`src/rtl/wrr_tlp_framer.sv`:
```
// -----------------------------------------------------------------------------
// wrr_tlp_framer
//
// Purpose:
//   Lane framer that sits behind the weighted-round-robin VC arbiter. Each TLP
//   granted by the arbiter goes onto the lane as
//       STP, {6'b0, vc}, payload bytes ..., END
//   Idle cycles carry IDL. A SKP ordered set (COM + 3 x SKP) is requested every
//   SKP_INTERVAL cycles and is only sent between frames. Every output is a
//   flop, so a decision taken in one cycle is visible after the next edge.
//
// Parameters:
//   SKP_INTERVAL  cycles between SKP ordered-set requests (8..1023)
//   MAX_LEN       maximum payload bytes per frame (1..255)
//
// Optional feature (compile-time macro WRR_EDB_EN):
//   defined   : grant_abort in the payload phase nullifies the frame with EDB,
//               and a MAX_LEN overrun also closes the frame with EDB.
//   undefined : grant_abort is ignored, an overrun closes the frame with END,
//               and EDB is never emitted.
//
// Ports:
//   clk          single clock for all state
//   reset        asynchronous, active-high reset
//   grant_valid  arbiter presents a byte of the granted VC
//   grant_vc     VC of the grant, captured when the frame starts
//   grant_data   payload byte
//   grant_last   final byte of the TLP
//   grant_abort  arbiter nullifies the TLP in flight (WRR_EDB_EN builds only)
//   grant_ready  framer consumes grant_data this cycle (high only in payload)
//   out_sym      lane symbol
//   out_k        1 = out_sym is a K/control symbol
//   frame_err    sticky flag, set when a frame overruns MAX_LEN
// -----------------------------------------------------------------------------
module wrr_tlp_framer #(
    parameter int SKP_INTERVAL = 64,
    parameter int MAX_LEN      = 32
) (
    input  logic       clk,
    input  logic       reset,
    input  logic       grant_valid,
    input  logic [1:0] grant_vc,
    input  logic [7:0] grant_data,
    input  logic       grant_last,
    input  logic       grant_abort,
    output logic       grant_ready,
    output logic [7:0] out_sym,
    output logic       out_k,
    output logic       frame_err
);

    // Lane symbol codes
    localparam logic [7:0] SYM_COM = 8'hBC;
    localparam logic [7:0] SYM_PAD = 8'hC7;
    localparam logic [7:0] SYM_SKP = 8'hAC;
    localparam logic [7:0] SYM_STP = 8'hAA;
    localparam logic [7:0] SYM_END = 8'hF6;
    localparam logic [7:0] SYM_EDB = 8'hDF;
    localparam logic [7:0] SYM_IDL = 8'hAE;

`ifdef WRR_EDB_EN
    localparam bit EDB_EN = 1'b1;
`else
    localparam bit EDB_EN = 1'b0;
`endif

    // Terminal counts, sized to the counters they are compared with
    localparam logic [9:0] SKP_CNT_LAST = 10'(SKP_INTERVAL - 1);
    localparam logic [7:0] LEN_LAST     = 8'(MAX_LEN - 1);

    typedef enum logic [2:0] {
        ST_IDLE,
        ST_HDR,
        ST_PAY,
        ST_END,
        ST_SKP0,
        ST_SKP1,
        ST_SKP2,
        ST_SKP3
    } state_t;

    state_t     state_reg;
    logic [1:0] vc_reg;
    logic [7:0] len_cnt_reg;
    logic [9:0] skp_cnt_reg;
    logic       skp_pend_reg;
    logic       edb_reg;          // END state closes with EDB instead of END

    logic [7:0] out_sym_reg;
    logic       out_k_reg;
    logic       grant_ready_reg;
    logic       frame_err_reg;

    logic       skp_expire;
    logic       abort_now;

    assign skp_expire = (skp_cnt_reg == SKP_CNT_LAST);

    // Without the EDB feature the abort input is masked off entirely.
    assign abort_now  = EDB_EN & grant_abort;

    assign out_sym     = out_sym_reg;
    assign out_k       = out_k_reg;
    assign grant_ready = grant_ready_reg;
    assign frame_err   = frame_err_reg;

    always_ff @(posedge clk or posedge reset) begin
        if (reset) begin
            state_reg       <= ST_IDLE;
            vc_reg          <= 2'd0;
            len_cnt_reg     <= 8'd0;
            skp_cnt_reg     <= 10'd0;
            skp_pend_reg    <= 1'b0;
            edb_reg         <= 1'b0;
            out_sym_reg     <= SYM_IDL;
            out_k_reg       <= 1'b1;
            grant_ready_reg <= 1'b0;
            frame_err_reg   <= 1'b0;
        end else begin
            // Free-running SKP scheduler. An expiry while a request is
            // already pending simply leaves it pending.
            if (skp_expire) begin
                skp_cnt_reg  <= 10'd0;
                skp_pend_reg <= 1'b1;
            end else begin
                skp_cnt_reg  <= skp_cnt_reg + 10'd1;
            end

            // grant_ready is only re-armed on paths that stay in (or enter)
            // the payload phase; every other path drops it.
            grant_ready_reg <= 1'b0;

            case (state_reg)
                ST_IDLE: begin
                    out_sym_reg <= SYM_IDL;
                    out_k_reg   <= 1'b1;
                    if (skp_pend_reg) begin
                        // SKP wins over a waiting frame. A fresh expiry in
                        // this same cycle is kept as a new request.
                        state_reg <= ST_SKP0;
                        if (!skp_expire) begin
                            skp_pend_reg <= 1'b0;
                        end
                    end else if (grant_valid) begin
                        out_sym_reg <= SYM_STP;
                        vc_reg      <= grant_vc;
                        len_cnt_reg <= 8'd0;
                        edb_reg     <= 1'b0;
                        state_reg   <= ST_HDR;
                    end
                end

                ST_HDR: begin
                    out_sym_reg     <= {6'b0, vc_reg};
                    out_k_reg       <= 1'b0;
                    grant_ready_reg <= 1'b1;
                    state_reg       <= ST_PAY;
                end

                ST_PAY: begin
                    if (abort_now) begin
                        // Nullified TLP: the presented byte is dropped and
                        // EDB goes out in its place.
                        out_sym_reg <= SYM_EDB;
                        out_k_reg   <= 1'b1;
                        len_cnt_reg <= 8'd0;
                        state_reg   <= ST_IDLE;
                    end else if (grant_valid) begin
                        out_sym_reg <= grant_data;
                        out_k_reg   <= 1'b0;
                        len_cnt_reg <= len_cnt_reg + 8'd1;
                        if (grant_last) begin
                            // Includes last on the MAX_LEN-th byte: legal.
                            state_reg <= ST_END;
                        end else if (len_cnt_reg == LEN_LAST) begin
                            // MAX_LEN bytes taken with no end in sight: stop
                            // consuming and close the frame. The rest of the
                            // arbiter's TLP becomes the next frame.
                            frame_err_reg <= 1'b1;
                            edb_reg       <= EDB_EN;
                            state_reg     <= ST_END;
                        end else begin
                            grant_ready_reg <= 1'b1;
                        end
                    end else begin
                        // Underrun filler keeps the lane busy inside a frame
                        out_sym_reg     <= SYM_PAD;
                        out_k_reg       <= 1'b1;
                        grant_ready_reg <= 1'b1;
                    end
                end

                ST_END: begin
                    out_sym_reg <= edb_reg ? SYM_EDB : SYM_END;
                    out_k_reg   <= 1'b1;
                    len_cnt_reg <= 8'd0;
                    edb_reg     <= 1'b0;
                    state_reg   <= ST_IDLE;
                end

                ST_SKP0: begin
                    out_sym_reg <= SYM_COM;
                    out_k_reg   <= 1'b1;
                    state_reg   <= ST_SKP1;
                end

                ST_SKP1: begin
                    out_sym_reg <= SYM_SKP;
                    out_k_reg   <= 1'b1;
                    state_reg   <= ST_SKP2;
                end

                ST_SKP2: begin
                    out_sym_reg <= SYM_SKP;
                    out_k_reg   <= 1'b1;
                    state_reg   <= ST_SKP3;
                end

                ST_SKP3: begin
                    out_sym_reg <= SYM_SKP;
                    out_k_reg   <= 1'b1;
                    state_reg   <= ST_IDLE;
                end

                default: begin
                    out_sym_reg <= SYM_IDL;
                    out_k_reg   <= 1'b1;
                    state_reg   <= ST_IDLE;
                end
            endcase
        end
    end

endmodule

```
`config.mk`:
```
export PLATFORM = sky130hd
export DESIGN_NAME = wrr_tlp_framer
export DESIGN_NICKNAME = d
export VERILOG_FILES = /design/src/rtl/wrr_tlp_framer.sv
export SDC_FILE = /design/constraint.sdc
export NUM_CORES = 1
export LEC_CHECK = 0
export CORE_MARGIN = 5
export CORE_UTILIZATION = 50
export DETAILED_ROUTE_END_ITERATION = 10
export PLACE_DENSITY = 0.75
export SYNTH_ARGS = -nofsm -noshare
export SYNTH_HDL_FRONTEND = slang
export SYNTH_SLANG_ARGS = --single-unit
```
`constraint.sdc`:
```
create_clock -name clk -period 2.43 [get_ports clk]
set_input_delay 0.486 -clock clk [delete_from_list [all_inputs] [get_ports clk]]
set_output_delay 0.486 -clock clk [all_outputs]
set_load 0.1 [all_outputs]
```
==> results.cfg, run 1 <==
[worst_setup_path]
worst_ep_arrival_time_ns = 2.15
max_stage_delay_ns = 0.79
cp.required_ns = 2.70
critPathSlowestCell = nor3b_1
crit_type = reg2reg
cp-end-kind = flop
critPathMaxFanout = 18
worstReg2RegStart = state_reg[0]$_DFFE_PP0P_
path_delay_family = simple AND/OR/NAND/NOR gates
startpoint_type = flop
critical_path.cell_chain = nor3b_1 > o21ai_0 > a31oi_1
worst-path-buf-inv = 0
critPathLaunch = state_reg[0]$_DFFE_PP0P_

[synthesis]
synth_edf_count = 0
synthTopCellsByArea = dfrtp_1 (44%), dfstp_2 (9.5%), nand3_1 (2.7%), o21ai_0 (2.7%), inv_1 (2.5%)
synthCells = 159
syn_area_per_cell_sq_um = 10.4
ys_seq_area_share_pct = 53.5
netlist_area_sq_mm = 0.00165
synth_flop_cell = dfrtp_1
yosysTopAreaCellShare_pct = 43.9
synthArstFlopShare_pct = 100
synth_area_leader_cell = dfrtp_1
synth_nets = 176
ys_types = 45
ys_warn_count = 0
synth_seq_cells = 35

[status]
outcome = finished clean

[routing]
drc = 0
drtIter0Drc = 96
avgViaCountPerCell = 5.52
ant_nets = 0
wire_per_inst_um = 14.2
dr_total_vias = 1281
wirelength_mm = 3.30
first_pass_iters = 4

[grt]
grt_overflow = 0
grt.total_usage_pct = 16.4
grt_antenna_before_repair = 0
grt_max_degree = 36
grt_pass1_vias = 1218
grt_pass1_wl_mm = 5.48

[cts]
post_cts_buffers = 0
cts.sinks = 35
ctsResizeCount = 0
clock_latency_ns = 0.34
hold_buffers = 0
cts-root-buf = clkbuf_4
cts_made_buffers = 5
clk_pin_slew_ns = 0.11
cts_tree = done
cts.htree.levels = 2
clk_path_buf_depth = 2

[worst_hold_path]
hp-class = reg2reg
hp-start = skp_cnt_reg[9]$_DFF_PP0_

[die]
rows = 20
core_sq_mm = 0.00310
start_util_pct = 53.2
io_pins = 26
dieArea_sq_mm = 0.00455
die_y_um = 67.5
dieWidth_um = 67.5

[power]
p_leak_nw = 0.865
p_per_area_mw_per_mm2 = 1170
power_mw = 2.29
ir_drop_mv = 0.819

[place]
gp_congestion = 0.852
port_buffers = 24
dp_hpwl_mm = 2.38

[sta]
maxSlewHeadroom_pct = 41.6
finClkSkew_ns = 0.0131
fin_setup_tns_ns = 0
min_period_over_period_pct = 77.3
rsz0062_at_grt = no
worstMarginPinSlew_ns = 0.874
slew_violations = 0
max_freq_mhz = 532
setup_violations = 0
hold_viol_final = 0
min_period_ns = 1.88

[final_layout]
area_growth_syn_to_layout_pct = 18.9
layout-drive-gt1-share_pct = 17.0
final_nets = 204
largest_reg_flops = 10
antennaDiodeCount = 0

[run]
max_cap_violations = 0
-- kinds of logic after synthesis --
family / after synthesis / share of synthesized area (%)
XOR/XNOR: 6 / 3.18
adder cells (fa/ha/maj): 2 / 1.51
flip-flops: 35 / 53.5
multiplexers: 5 / 3.26
buffers and inverters: 18 / 4.85
AO/OA/AOI/OAI: 37 / 15.7
AND/OR/NAND/NOR: 56 / 18.0
-- Yosys cell counts (3+ instances only) --
cell type / number
inv_1: 11
dfrtp_1: 29
a21oi_1: 5
and3_1: 3
a31oi_1: 3
dfstp_2: 6
o21ai_0: 9
a211oi_1: 4
mux2_2: 3
nand4_1: 5
nand2_1: 11
nor2_1: 11
nand2b_1: 4
clkbuf_1: 4
nand3_1: 9
xnor2_1: 4
-- final timing paths --
| check | cells after the start | slack, ns | endpoint |
|---|---|---|---|
| worst max-delay path | 3 | 0.55 | len_cnt_reg[5]$_DFFE_PP0P_ |
| worst min-delay path | 1 | 0.48 | skp_cnt_reg[9]$_DFF_PP0_ |
| worst max register to register | 3 | 0.55 | len_cnt_reg[5]$_DFFE_PP0P_ |
| worst min register to register | 1 | 0.48 | skp_cnt_reg[9]$_DFF_PP0_ |
| max in group asynchronous | 3 | 1.56 | out_sym[7]$_DFF_PP1_ |
| min in group asynchronous | 3 | 0.53 | len_cnt_reg[6]$_DFFE_PP0P_ |
-- layout make-up --
cell class | count | area (sq um)
clock inverters | 2 | 12.5
inverters | 11 | 41.3
repair buffers | 28 | 243
clock buffers | 6 | 41.3
multi-input cells | 106 | 688
flip-flops and latches | 35 | 883
well taps | 44 | 55.1
fillers | 292 | 1140
-- routing by layer --
metal	part of all wire (%)	wire (um)	global-route usage, %
met4	2.8	91	7.59
met1	45	1490	20.3
met5	0	0	0
met2	47	1540	25.6
met3	5.4	180	5.49
-- where the power goes --
group	internal, mW	leakage (nW)	switching, mW
registers	0.744	0.439	0.102
logic	0.292	0.397	0.847
clock network	0.112	0.0282	0.193
total	1.15	0.865	1.14
-- cell usage in the layout (no fill, tap or decap), drive strengths merged, types with 2 or more instances in the layout --
cell           count
ha                 2
dfrtp             29
buf               15
o211ai             2
mux2               3
clkbuf             6
and3               3
and4               2
nand2b             4
mux2i              2
o31ai              2
inv               11
a211oi             4
nand2             11
a31oi              3
a22o               2
dfstp              6
nor2b              2
nand4              5
a21oi              5
o21ai              9
nor4               2
xor2               2
nand3              9
nor2              11
clkdlybuf4s50     13
xnor2              4
-- metrics by stage --
stage                     cells  utilization, %  hold WS (ns)  worst slack [ns]  cell area, sq um
after detailed placement    224            61.6         0.464             0.346              1910
after CTS                   232            63.3         0.486             0.559              1960
final                       232            63.3         0.482             0.551              1960
after floorplan             159               -         0.447             0.912              1650
after global routing        232            63.3         0.511             0.413              1960
after global placement      224            61.6         0.454             0.403              1910
Power figures use the tool's default switching activity.
==> run 2, diff against run 1 <==
--- a/config.mk
+++ b/config.mk
@@ -6,9 +6,9 @@
 export NUM_CORES = 1
 export LEC_CHECK = 0
 export CORE_MARGIN = 5
-export CORE_UTILIZATION = 50
+export CORE_UTILIZATION = 47
 export DETAILED_ROUTE_END_ITERATION = 10
-export PLACE_DENSITY = 0.75
+export PLACE_DENSITY = 0.74
 export SYNTH_ARGS = -nofsm -noshare
 export SYNTH_HDL_FRONTEND = slang
 export SYNTH_SLANG_ARGS = --single-unit
==> constraint.sdc (replaced) <==
create_clock -name clk -period 1.52 [get_ports clk]
set_input_delay 0.304 -clock clk [delete_from_list [all_inputs] [get_ports clk]]
set_output_delay 0.304 -clock clk [all_outputs]
set_load 0.1 [all_outputs]
==> results.cfg, run 2 (same netlist as run 1, synthesis figures left out) <==
[worst_setup_path]
reg2reg_to = len_cnt_reg[7]$_DFFE_PP0P_
critPathSlowestCell = clkdlybuf4s50_1
r2r_cells = 3
cp.required_ns = 1.81
cp-end-kind = flop
max_stage_delay_ns = 0.52
worstReg2RegStart = state_reg[2]$_DFFE_PP0P_
critPathMaxFanout = 4
critical_path.cell_chain = clkdlybuf4s50_1 > nor4bb_1 > or4b_1 > nand3_1
startpoint_type = input port
worst_ep_arrival_time_ns = 1.76
crit_type = in2reg
rrSetupSlack_ns = 0.08

[sta]
rsz0062_at_grt = no
worstMarginPinSlew_ns = 0.323
max_freq_mhz = 678
finClkSkew_ns = 0.0131
slew_violations = 0
setup_violations = 0
maxSlewHeadroom_pct = 78.2
hold_viol_final = 0
min_period_over_period_pct = 97.1
min_period_ns = 1.48
fin_setup_tns_ns = 0

[routing]
avgViaCountPerCell = 5.39
drc = 0
drtIter0Drc = 70
dr_total_vias = 1332
first_pass_iters = 4
wire_per_inst_um = 14.6
ant_nets = 0
wirelength_mm = 3.60

[final_layout]
fill_cells = 277
largest_reg_flops = 10
layout_commonest_cell = dfrtp_1
final_cell_area_sq_mm = 0.00223
area_growth_syn_to_layout_pct = 34.8
antennaDiodeCount = 0
layout-drive-gt1-share_pct = 23.4
multi_input_area_sq_um = 692
regArea_sq_um = 885
final_nets = 217
layout_common_cells = dfrtp_1 (28), buf_4 (16), clkdlybuf4s50_1 (13), buf_12 (12)

[cts]
clk_path_buf_depth = 2
cts.sinks = 35
cts-root-buf = clkbuf_4
clock_latency_ns = 0.34
cts_made_buffers = 5
clk_pin_slew_ns = 0.11
cts.htree.levels = 2
cts_tree = done

[place]
placed_area_sq_mm = 0.00215
dp_hpwl_mm = 2.72
port_buffers = 24
gp_congestion = 0.818

[grt]
grt_pass1_vias = 1315
grt_antenna_before_repair = 0
grt_pass1_wl_mm = 6.04
grt.total_usage_pct = 15.7
grt_max_degree = 36
grt_overflow = 0

[worst_hold_path]
hp-class = in2async

[status]
outcome = finished clean

[die]
die_y_um = 69.3
dieArea_sq_mm = 0.00480
dieWidth_um = 69.3
core_sq_mm = 0.00336
rows = 21
io_pins = 26
start_util_pct = 49.1

[run]
max_cap_violations = 0

[power]
ir_drop_mv = 1.33
p_per_area_mw_per_mm2 = 1900
p_leak_nw = 0.994
## run 2: how the worst max path moves through the flow
| stage | startpoint | endpoint | depth (start not counted) |
|---|---|---|---|
| 2_1_floorplan | state_reg[0]$_DFFE_PP0P_ | len_cnt_reg[7]$_DFFE_PP0P_ | 5 |
| 3_5_place_dp | grant_valid | len_cnt_reg[7]$_DFFE_PP0P_ | 4 |
| 3_3_place_gp | grant_valid | len_cnt_reg[7]$_DFFE_PP0P_ | 4 |
| 5_1_grt | state_reg[0]$_DFFE_PP0P_ | len_cnt_reg[5]$_DFFE_PP0P_ | 5 |
| 4_1_cts | len_cnt_reg[1]$_DFFE_PP0P_ | len_cnt_reg[6]$_DFFE_PP0P_ | 4 |
| 6_report | grant_valid | len_cnt_reg[7]$_DFFE_PP0P_ | 4 |
## run 2: area by class of cell
class                   count  area share [%]
clock buffers               7            2.47
inverters                  11            1.85
flip-flops and latches     35            39.7
clock inverters             1           0.225
multi-input cells         106            31.1
well taps                  46            2.59
repair buffers             41            22.0
## run 2: metrics by stage
step                utilization (%)  std cells  setup slack, ns  total power [mW]  hold slack [ns]
floorplan                         -        159           0.0599              2.82            0.434
CTS                            65.8        246           0.0422              4.25            0.312
finish                         66.2        247           0.0443              4.24            0.310
global route                   66.2        247          0.00979              4.44            0.349
global placement               64.0        238           -0.235              3.67            0.466
detailed placement             64.0        238           -0.336              3.72            0.474
## run 2: layer usage
metal | routed length, um | track usage [%] | vias to the layer above
li1 | - | - | 652
met1 | 1530 | 18.7 | 646
met2 | 1860 | 26.2 | 29
met3 | 173 | 5.51 | 5
met4 | 45 | 5.86 | 0
met5 | 0 | 0 | -
## run 2: repair_timing
action	in CTS	in global routing
hold buffers	0	0
setup buffers	0	1
endpoints found under the setup margin	0	3
gates resized for setup	0	2
## run 2: where the power goes
group          switching, mW  internal (mW)
logic                   1.42          0.889
clock network          0.309          0.224
registers              0.195           1.20
total                   1.93           2.31
## run 2: worst max-delay path: cells and delay by family
kind                   cells  cell delay [ns]
buffers and inverters      1             0.52
AND/OR/NAND/NOR            3             0.94
==> run 3, diff against run 2 <==
--- a/config.mk
+++ b/config.mk
@@ -9,6 +9,7 @@
 export CORE_UTILIZATION = 47
 export DETAILED_ROUTE_END_ITERATION = 10
 export PLACE_DENSITY = 0.74
+export SKIP_LAST_GASP = 1
 export SYNTH_ARGS = -nofsm -noshare
 export SYNTH_HDL_FRONTEND = slang
 export SYNTH_SLANG_ARGS = --single-unit
==> results of run 3 <==
Final layout, timing and power as in run 2 (identical DEF).
